File: src/rtl/bcd_pkg.sv
// bcd_pkg: shared state encoding, digit limit and BCD range check for the nibble serializer
package bcd_pkg;
  typedef enum logic {IDLE, SEND} state_e;
  localparam logic [3:0] DIGIT_MAX = 4'd9;
  function automatic logic is_bcd(input logic [3:0] nib);
    return nib <= DIGIT_MAX;
  endfunction
endpackage

File: src/rtl/bcd_digit_clamp.sv
// bcd_digit_clamp: saturates a non-BCD nibble to 9 and flags it
module bcd_digit_clamp
  import bcd_pkg::*;
(
  input  logic [3:0] nib_i,
  output logic [3:0] nib_o,
  output logic       err_o
);
  assign err_o = !is_bcd(nib_i);
  assign nib_o = err_o ? DIGIT_MAX : nib_i;
endmodule

File: src/rtl/bcd_nibble_serializer.sv
// bcd_nibble_serializer: word-in, one-BCD-digit-per-beat-out serializer with valid/ready on both sides
// Build option BCD_CLAMP_EN: clamp digits above 9 to 9 and raise err_digit for that beat.
module bcd_nibble_serializer
  import bcd_pkg::*;
#(
  parameter int DIGITS    = 4,
  parameter bit MSD_FIRST = 1'b1
) (
  input  logic                clk,
  input  logic                rst,
  input  logic [4*DIGITS-1:0] in_data,
  input  logic                in_valid,
  output logic                in_ready,
  output logic [3:0]          out_nibble,
  output logic                out_valid,
  input  logic                out_ready,
  output logic                out_last,
  output logic                err_digit,
  output logic                busy
);
  localparam int W = 4 * DIGITS;
  localparam int IW = $clog2(DIGITS);
  localparam logic [IW-1:0] LAST_IDX = IW'(DIGITS - 1);
  state_e state_q, state_d;
  logic [W-1:0] sr_q, sr_d;
  logic [IW-1:0] idx_q, idx_d;
  logic [3:0] nib_q, cur, nib;
  logic last_q, err_q, err, cap, acc;
  assign out_valid = state_q == SEND;
  assign busy = out_valid;
  assign acc = out_valid & out_ready;
  assign in_ready = (state_q == IDLE) | (acc & last_q);
  assign cap = in_valid & in_ready;
  always_comb begin
    sr_d = cap ? in_data : acc ? (MSD_FIRST ? sr_q << 4 : sr_q >> 4) : sr_q;
    idx_d = cap ? '0 : acc ? (idx_q == LAST_IDX ? '0 : idx_q + 1'b1) : idx_q;
    state_d = cap ? SEND : (acc & last_q) ? IDLE : state_q;
    cur = MSD_FIRST ? sr_d[W-1 -: 4] : sr_d[3:0];
  end
`ifdef BCD_CLAMP_EN
  bcd_digit_clamp u_clamp (.nib_i(cur), .nib_o(nib), .err_o(err));
`else
  assign nib = cur;
  assign err = 1'b0;
`endif
  // Output registers are recomputed from the next shift state, so a stall reproduces the same beat.
  always_ff @(posedge clk or posedge rst) begin
    if (rst) begin
      state_q <= IDLE;
      sr_q    <= '0;
      idx_q   <= '0;
      nib_q   <= '0;
      last_q  <= 1'b0;
      err_q   <= 1'b0;
    end else begin
      state_q <= state_d;
      sr_q    <= sr_d;
      idx_q   <= idx_d;
      nib_q   <= nib;
      last_q  <= (state_d == SEND) & (idx_d == LAST_IDX);
      err_q   <= err & (state_d == SEND);
    end
  end
  assign out_nibble = nib_q;
  assign out_last = last_q;
  assign err_digit = err_q;
endmodule
File: config.mk
export PLATFORM = sky130hd
export DESIGN_NAME = bcd_nibble_serializer
export DESIGN_NICKNAME = d
export VERILOG_FILES = /design/src/rtl/bcd_pkg.sv /design/src/rtl/bcd_digit_clamp.sv /design/src/rtl/bcd_nibble_serializer.sv
export SDC_FILE = /design/constraint.sdc
export NUM_CORES = 1
export LEC_CHECK = 0
export ABC_AREA = 1
export CAP_MARGIN = 20
export CORE_MARGIN = 2
export CORE_UTILIZATION = 25
export CTS_CLUSTER_SIZE = 40
export DETAILED_ROUTE_END_ITERATION = 10
export GPL_TIMING_DRIVEN = 0
export PLACE_DENSITY_LB_ADDON = 0.2
export SLEW_MARGIN = 15
export SYNTH_ARGS = -nofsm -noshare
export SYNTH_HDL_FRONTEND = slang
export SYNTH_SLANG_ARGS = --single-unit
File: constraint.sdc
create_clock -name clk -period 1.5 [get_ports clk]
set_input_delay 0.3 -clock clk [delete_from_list [all_inputs] [get_ports clk]]
set_output_delay 0.3 -clock clk [all_outputs]
set_load 0.01 [all_outputs]
======== Yosys cells after proc, flatten, opt, wreduce, memory -nomap -nowiden ========
Index checks and enable logic that the tools add are counted.
word-level totals
  bits in registers ....................... 20
  input port bits ......................... 20
cells by class
  multiplexer cells ....................... 7
  $add $sub $neg .......................... 1
  eq/ne operators ......................... 2
  bitwise gates (word level) .............. 6
  reductions and logical operators ........ 1
operators by type and width
  kind                                                            count
  16-bit two-way mux                                              2
  2-bit two-way mux                                               3
  1-bit AND                                                       4
  2-bit equality test (second input constant)                     2
  2-bit by 1-bit adder with 2-bit output (second input constant)  1
  1-bit two-way mux                                               2
  2-bit nonzero test                                              1
  1-bit NOT                                                       1
  1-bit bitwise OR                                                1

======== Longest topological paths before layout ========
Gate-level depths: netlist of run 1.
  depth after elaboration ................. 7
  gate-level depth with buffers ........... 7
  depth with buffers taken out ............ 6

======== Worst setup path after synthesis of run 1 ========
Ideal clock, no wire load.
  path type ............................... flip-flop to flip-flop
  start ................................... register state_q (netlist: busy)
  end ..................................... register last_q (netlist: out_last)
  setup slack ............................. 0.409 ns
  library setup time ...................... 0.116 ns
  required time ........................... 1.384 ns
  period minus slack after synthesis ...... 1.091 ns
  stages on the path, launching flop included .. 7
  arrival time ............................ 0.975 ns
  cells stage by stage .................... dfrtp_1 > nand2_2 > inv_2 > buf_6 > nand2_1 > nand3_1 > nor2_1
on the way
  cells in the longest elaborated chain, start to end .. 7
  elaborated cells on any way between the ends .. 11
  those cells by class .................... 1 x eq/ne; 4 x mux; 6 x bitwise
ends and longest elaborated chain
  what                    RTL line                                                  source
  from (decl)             bcd_nibble_serializer.sv:24                               state_e state_q, state_d;
  from (signal assigned)  bcd_nibble_serializer.sv:56                               state_q <= state_d;
  1-bit AND               bcd_nibble_serializer.sv:31                               assign acc = out_valid & out_ready;
  1-bit AND               bcd_nibble_serializer.sv:32, bcd_nibble_serializer.sv:37
  1-bit bitwise OR        bcd_nibble_serializer.sv:32                               assign in_ready = (state_q == IDLE) | (acc & last_q);
  1-bit AND               bcd_nibble_serializer.sv:33                               assign cap = in_valid & in_ready;
  2-bit two-way mux       bcd_nibble_serializer.sv:36                               idx_d = cap ? '0 : acc ? (idx_q == LAST_IDX ? '0 : idx_q + 1'b1) : idx_q;
  2-bit equality test     bcd_nibble_serializer.sv:60                               last_q <= (state_d == SEND) & (idx_d == LAST_IDX);
  1-bit AND *             bcd_nibble_serializer.sv:60
  to (signal assigned)    bcd_nibble_serializer.sv:60
  to (decl)               bcd_nibble_serializer.sv:28                               logic last_q, err_q, err, cap, acc;
Mark *: on every way between the ends. The rest lies on a longest branch, timed or not.
A chain may end at the register's enable or synchronous reset.

======== Worst setup path in the final report of run 1 ========
  start ................................... register last_q (netlist: out_last)
  end ..................................... output port out_last
RTL lines
  what       RTL line                     source
  to (decl)  bcd_nibble_serializer.sv:17  output logic out_last,
No word-level cell between the ends.

==> impl_results.md, run 1 <==
- Syn Nets: between 150 and 200
- Hpwl dp: between 1.5 and 2 mm
- Post-Synth Adder-Cell Area: 0.0113
- Layout Skew: approximately 0.0021 ns
- Synth cell types: 14
- Buffer and inverter count on the worst path: 1
- Antenna violations before repair: 0
- Final max-slew violation count: 0
- DR vias: between 1000 and 1500
- # hold bufs at CTS: 0
- I/O pin total: 29
- Hold WC Path Type: input port to asynchronous set/reset pin
- DR pass1 iterations: 4
- Clock root cell: clkbuf_8
- Seq cells post-synth: 20
- Post-DP Area: 0.00144 sq mm
- Clock Latency Late Sink: ~0.26 ns
- Slowest Stage Delay on Critical Path: roughly 0.53 ns
- Mux share of post-synthesis cell area: 0
- Share of the synthesized area in the top cell type: 0.452
- Via density: around 4.2
- Critical path cell sequence: clkdlybuf4s50_1
- Max H-tree Level: 1
- Slew margin rel.: 0.461
- Yosys top cell by area: dfrtp_1
- Fin crit share: 0.957
- Port buffer count: 27
- Most common cell after layout, fill and taps aside: nand2_1
- Min Tclk post-route: ~1.4 ns
- CP Max Fanout: 2
- Combinational family with the most area after synthesis: simple AND/OR/NAND/NOR gates
- Synth Area in Compound Gates: 0.00452
- Area Overhead vs Synth: 36.8%
- Layout cells sized above 1: 0.144
- Setup crit start kind: register
- DRT Wirelength: approximately 2.6 mm
- RSZ-0062 raised after global routing: no
- Required time of the worst setup path: 1.20 ns
- Routed len/inst: 10.9 um
- Vias in the first global route: between 900 and 1000
- Global-route wire length before repair: roughly 4.6 mm
- Fmax: roughly 700 MHz
- Xor and xnor fraction of the mapped netlist area: 0
- Delay-heaviest family, CP: buffers and inverters
- Gr usage total: 0.116
- Run status: completed
- Cts bufs inserted: 3
- # clock sinks: 20
- Area of the core: 0.00429 sq mm
- DRC Markers: 0
- Most frequent cells in the layout: nand2_1, nand3_1, dfrtp_1
- Die Y: a little over 70 um
- Worst vdd ir: 0.361 mV
- Synthesized area: 0.00111 sq mm
- Worst slew pin tran: 0.807 ns
- PwrDens: roughly 1400 mW/mm^2
- P_leak: approximately 0.86 nW
- Sequential area share after synthesis: 0.452
- CTS tree: done
- Count of final setup violators: 0
- Worst-path clk slew: about 0.070 ns
- Starting DRT DRC Count: 76
- Yosys warning count: 0
- Hold Slack: slightly below 0.5 ns
- Post-Syn Instances: roughly 150
- ANT cells: 0
- Arrival time worst endpoint: around 1.1 ns
- Crit path capture type: output pin
- Final net count: 209
- Max Root-Sink Buffers: 2
- Antenna Nets Post-Route: 0
- Largest net degree at the start of global routing: 21
- Gr ovfl total: 0
- Full die area: around 0.0050 sq mm
- Starting Density: 0.258
- Synth top area cells: dfrtp_1, nand2_1, nand3_1
- Fin area: around 0.0015 sq mm
- Rows: 24
- DIE WIDTH: slightly above 70 um
- Crit-path slowest cell: clkdlybuf4s50_1
- Hold Vio Cnt, Final: 0
- Max-Cap Viols: 0
- CP Class: register to output pin
- Synth Area per Inst: 7.23 sq um
- Routability cong.: ~0.7
- Simple-Gate Fraction of Synth Area: 0.376
- # fillers: 476
## layout make-up
cell class | count | area [sq um] | area share
tap | 52 | 65.1 | 0.0430
buffer | 13 | 101 | 0.0670
sequential | 20 | 500 | 0.331
clock buffer | 4 | 55.1 | 0.0364
multi-input combinational | 101 | 437 | 0.289
timing repair buffer | 30 | 283 | 0.187
inverter | 19 | 71.3 | 0.0471
## Yosys cell counts
cell / n
a21oi_1: 1
buf_2: 3
buf_4: 8
buf_6: 2
conb_1: 1
dfrtp_1: 20
ha_1: 1
inv_1: 17
inv_2: 2
nand2_1: 63
nand2_2: 3
nand3_1: 30
nor2_1: 1
or2_2: 1
## worst register-to-register path, stage by stage (launching register included)
cell and delay [ns]:
dfrtp_1 0.40, buf_4 0.16, nand2_2 0.08, buf_4 0.14
nand2_2 0.07, buf_2 0.20, nand3_1 0.09, nand2_1 0.05
## path summary, 6_finish.rpt
path | slack, ns | from | end | cells past startpoint
setup / recovery | 0.06 | out_last$_DFF_PP0_ | out_last | 1
hold / removal | 0.49 | rst | out_last$_DFF_PP0_ | 2
setup reg to reg | 0.20 | busy$_DFF_PP0_ | sr_q[5]$_DFFE_PP0P_ | 7
hold reg to reg | 0.50 | sr_q[1]$_DFFE_PP0P_ | sr_q[1]$_DFFE_PP0P_ | 2
max in group asynchronous | 0.51 | rst | sr_q[7]$_DFFE_PP0P_ | 2
min in group clk | 0.50 | sr_q[1]$_DFFE_PP0P_ | sr_q[1]$_DFFE_PP0P_ | 2
## power breakdown
group / switching [mW] / leakage (nW) / internal [mW] / total, mW
Sequential: 0.108 / 0.256 / 0.745 / 0.853
Combinational: 0.463 / 0.573 / 0.439 / 0.902
Clock: 0.182 / 0.0288 / 0.234 / 0.416
Total: 0.753 / 0.858 / 1.42 / 2.17
## per-layer routing
metal,vias up,global-route usage,wire [um]
met1,458,0.139,1130
met3,4,0.0202,92
met5,-,0,0
met2,24,0.208,1350
li1,528,-,-
met4,0,0.0449,44
## sequential cells by signal (all words and copies together), names as in the netlist
| name | cells |
|---|---|
| busy | 1 |
| idx_q | 2 |
| out_last | 1 |
| sr_q | 16 |
## per-stage QoR
step	cells	setup WS, ns	utilization	setup TNS (ns)	total power, mW
floorplan	153	0.409	-	0	1.45
global placement	232	-0.550	0.336	-1.31	1.75
detailed placement	232	-0.545	0.336	-1.32	1.78
CTS	238	0.0198	0.350	0	2.18
global route	239	0.0225	0.352	0	2.38
finish	239	0.0643	0.352	0	2.17
## logic make-up (layout without fill, tap and decap cells)
family	after synthesis	count (layout)
AO/OA/AOI/OAI	1	1
adder cells (fa/ha/maj)	1	1
buffers and inverters	32	66
flip-flops	20	20
other	1	1
AND/OR/NAND/NOR	98	98
## timing repair
item | CTS | global route
hold endpoints to repair | 0 | 0
buffers inserted | 2 | 1
resized for setup | 11 | 1
setup endpoints to repair | 7 | 2
No activity file was read; power rests on OpenSTA's default activity.
==> run 2: changes to the inputs <==
--- a/config.mk
+++ b/config.mk
@@ -5,7 +5,7 @@
 export SDC_FILE = /design/constraint.sdc
 export NUM_CORES = 1
 export LEC_CHECK = 0
-export ABC_AREA = 1
+export ABC_AREA = 0
 export CAP_MARGIN = 20
 export CORE_MARGIN = 2
 export CORE_UTILIZATION = 25
==> run 2 against run 1 <==
Synthesized cell count shrank 36%. Combinational power down 11%. Worst setup slack worse by 0.016 ns. Sequential power shrank 3.0%. Power fell by 5.6%. Utilization is 1.4 points higher. Critical path depth grew 2. Clock power hardly changed. First-iteration DRC count down 82%. Clock skew up 0.00050 ns. Critical path type unchanged. Critical endpoint is now in_ready. Largest power group is now sequential cells.
==> impl_results.md, run 2 <==
- Max H-tree Level: 1 (unchanged)
- Area of the core: 0.00403 sq mm (was 0.00429 sq mm)
- Routability cong.: 0.741 (was 0.702)
- Largest Register: sr_q (unchanged)
- Crit-path slowest cell: dfrtp_2 (was clkdlybuf4s50_1)
- Clock Latency Late Sink: 0.26 ns (about the same)
- Global-route wire length before repair: 3.97 mm (was 4.55 mm)
- Yosys warning count: 0 (unchanged)
- Max Root-Sink Buffers: 2 (unchanged)
- DR vias: 822 (was 1014)
- Via density: 4.52 (was 4.24)
- DR pass1 iterations: 4 (unchanged)
- Antenna Nets Post-Route: 0 (unchanged)
- Sequential area share after synthesis: 0.476 (was 0.452)
- Worst-path clk slew: 0.08 ns (was 0.07 ns)
- Setup crit start kind: register (unchanged)
- Arrival time worst endpoint: 1.15 ns (was 1.14 ns)
- EDFF count, synth: 0 (unchanged)
- Full die area: 0.00474 sq mm (was 0.00497 sq mm)
- Routed len/inst: 13.2 um (was 10.9 um)
- Starting Density: 0.261 (was 0.258)
- Seq cells post-synth: 20 (unchanged)
- Most common cell after layout, fill and taps aside: dfrtp_1 (was nand2_1)
- Max reg flops: 16 (unchanged)
- Total power draw: 2.05 mW (was 2.17 mW)
- Hold Vio Cnt, Final: 0 (unchanged)
- Max-Cap Viols: 0 (unchanged)
- Port buffer count: 26 (was 27)
- # clock sinks: 20 (unchanged)
- Post-Syn Instances: 98 (was 153)
- Min Tclk post-route: 1.45 ns (was 1.44 ns)
- Cts bufs inserted: 3 (unchanged)
- Largest net degree at the start of global routing: 21 (unchanged)
- CP Class: register to output pin (unchanged)
- CTS tree: done (unchanged)
- Layout cells sized above 1: 0.265 (was 0.144)
- Critical path cell sequence: a21bo_4 -> buf_12 -> buf_6 (was clkdlybuf4s50_1)
- Starting DRT DRC Count: 14 (was 76)
- Slowest Stage Delay on Critical Path: 0.41 ns (was 0.53 ns)
- Rows: 23 (was 24)
- PwrDens: 1390 mW/mm^2 (was 1440 mW/mm^2)
- Hold WC Path Type: input port to register (was input port to asynchronous set/reset pin)
- Most frequent cell after synthesis: dfrtp_1 (was nand2_1)
- Vias in the first global route: 815 (was 994)
- Clock root cell: clkbuf_8 (unchanged)
- Synthesized area: 0.00105 sq mm (was 0.00111 sq mm)
- Fin area: 0.00148 sq mm (was 0.00151 sq mm)
- Die Y: 68.8 um (was 70.5 um)
- Fmax: 689 MHz (was 697 MHz)
- Slew margin rel.: 0.475 (was 0.461)
- Hpwl dp: 1.69 mm (was 1.82 mm)
- Antenna violations before repair: 0 (unchanged)
- DRT Wirelength: 2.40 mm (was 2.61 mm)
- Post-synth top cells: dfrtp_1, nand3_1, mux2i_1 (was nand2_1, nand3_1, dfrtp_1)
- DRC Markers: 0 (unchanged)
- # hold bufs at CTS: 0 (unchanged)
- CP Max Fanout: 8 (was 2)
- Required time of the worst setup path: 1.20 ns (about the same)
- I/O pin total: 29 (unchanged)
- ANT cells: 0 (unchanged)
- Synth cell types: 24 (was 14)
- # fillers: 427 (was 476)
- DIE WIDTH: 68.8 um (was 70.5 um)
- Count of final setup violators: 0 (unchanged)
- Run status: completed (unchanged)
- Final net count: 154 (was 209)
- Most frequent cells in the layout: dfrtp_1, clkdlybuf4s50_1, nand3_1 (was nand2_1, nand3_1, dfrtp_1)
- Most common flop cell mapped by yosys: dfrtp_1 (unchanged)
- Fin crit share: 0.968 (was 0.957)
- Layout Skew: 0.00262 ns (was 0.00212 ns)
- Synth Area per Inst: 10.7 sq um (was 7.23 sq um)
- Worst vdd ir: 0.588 mV (was 0.361 mV)
- Area Overhead vs Synth: 40.5% (was 36.8%)
- Async set-reset flop share out of synthesis: 1.00 (unchanged)
- P_leak: 0.693 nW (was 0.858 nW)
- Yosys top cell by area: dfrtp_1 (unchanged)
- Crit path capture type: output pin (unchanged)
- Synth top area cells: dfrtp_1, mux2i_1, nand3_1 (was dfrtp_1, nand2_1, nand3_1)
- Gr ovfl total: 0 (unchanged)
- Syn Nets: 119 (was 174)
- Final max-slew violation count: 0 (unchanged)
- Gr usage total: 0.116 (about the same)
- Post-DP Area: 0.00137 sq mm (was 0.00144 sq mm)
- Largest regs: sr_q x16, idx_q x2 (unchanged)
- Share of the synthesized area in the top cell type: 0.476 (was 0.452)
- Worst slew pin tran: 0.786 ns (was 0.807 ns)
[run 2: cell count changes in the layout (fill, tap and decap cells not counted), sizes merged, moves of 2 or more]
cell,previous run,this run
nand3,30,16
nand2,66,6
inv,19,1
o21ai,0,17
mux2i,0,13
clkdlybuf4s50,19,17
[run 2: worst max-delay path, delay by kind of cell, from the launching register on]
| family | cells | cell delay [ns] |
|---|---|---|
| AOI/OAI and AO/OA | 1 | 0.25 |
| DFF | 1 | 0.41 |
| buffers and inverters | 2 | 0.24 |
[run 2: layout make-up]
type                    instances  area [sq um]  area share
flip-flops and latches         20           502       0.340
multi-input cells              64           458       0.310
repair buffers                 31           288       0.195
plain buffers                  12           108      0.0729
well taps                      50          62.6      0.0424
clock buffers                   4          55.1      0.0373
inverters                       1          3.75     0.00254
[run 2: power breakdown]
group	internal [mW]	switching, mW
Clock	0.234	0.180
Combinational	0.449	0.359
Sequential	0.724	0.104
[run 2: layer usage]
| metal | global-route usage | up-vias | wire [um] |
|---|---|---|---|
| met2 | 0.188 | 17 | 1160 |
| met4 | 0.0221 | 0 | 12 |
| met5 | 0 | - | 0 |
| li1 | - | 409 | - |
| met3 | 0.0390 | 2 | 116 |
| met1 | 0.152 | 394 | 1120 |
[run 2: logic make-up after synthesis]
logic type | after synthesis | synth area share
buf+inv | 14 | 0.0988
mux | 13 | 0.124
fa+ha+maj | 1 | 0.0119
compound gates | 20 | 0.137
flops | 20 | 0.476
other cells | 1 | 0.00357
simple gates | 29 | 0.149
[run 2: what timing repair did]
item                                    in CTS  in global routing
resized for setup                           20                  2
pin swaps                                    0                  2
buffers inserted                             1                  4
endpoints found under the setup margin       7                  4
cloned                                       0                  0
[run 2: path summary, 6_finish.rpt]
check                           depth (start not counted)  slack [ns]              endpoint                 from
worst max-delay path                                    3        0.05              in_ready       busy$_DFF_PP0_
worst min-delay path                                    3        0.39  sr_q[15]$_DFFE_PP0P_             in_valid
worst max register to register                          4        0.12    out_last$_DFF_PP0_   idx_q[0]$_DFF_PP0_
worst min register to register                          2        0.53   sr_q[0]$_DFFE_PP0P_  sr_q[0]$_DFFE_PP0P_
max in group asynchronous                               2        0.48        busy$_DFF_PP0_                  rst
min in group asynchronous                               2        0.48   sr_q[0]$_DFFE_PP0P_                  rst
[run 2: per-stage QoR]
stage	instances	hold WS, ns	worst slack (ns)	setup TNS (ns)	utilization
3_3_place_gp	174	0.510	-0.743	-2.95	0.341
6_report	182	0.390	0.0481	0	0.366
4_1_cts	178	0.394	-0.0126	-0.0126	0.356
3_5_place_dp	174	0.519	-0.764	-3.30	0.341
2_1_floorplan	98	0.264	0.210	0	-
5_1_grt	182	0.406	-0.00208	-0.00208	0.366
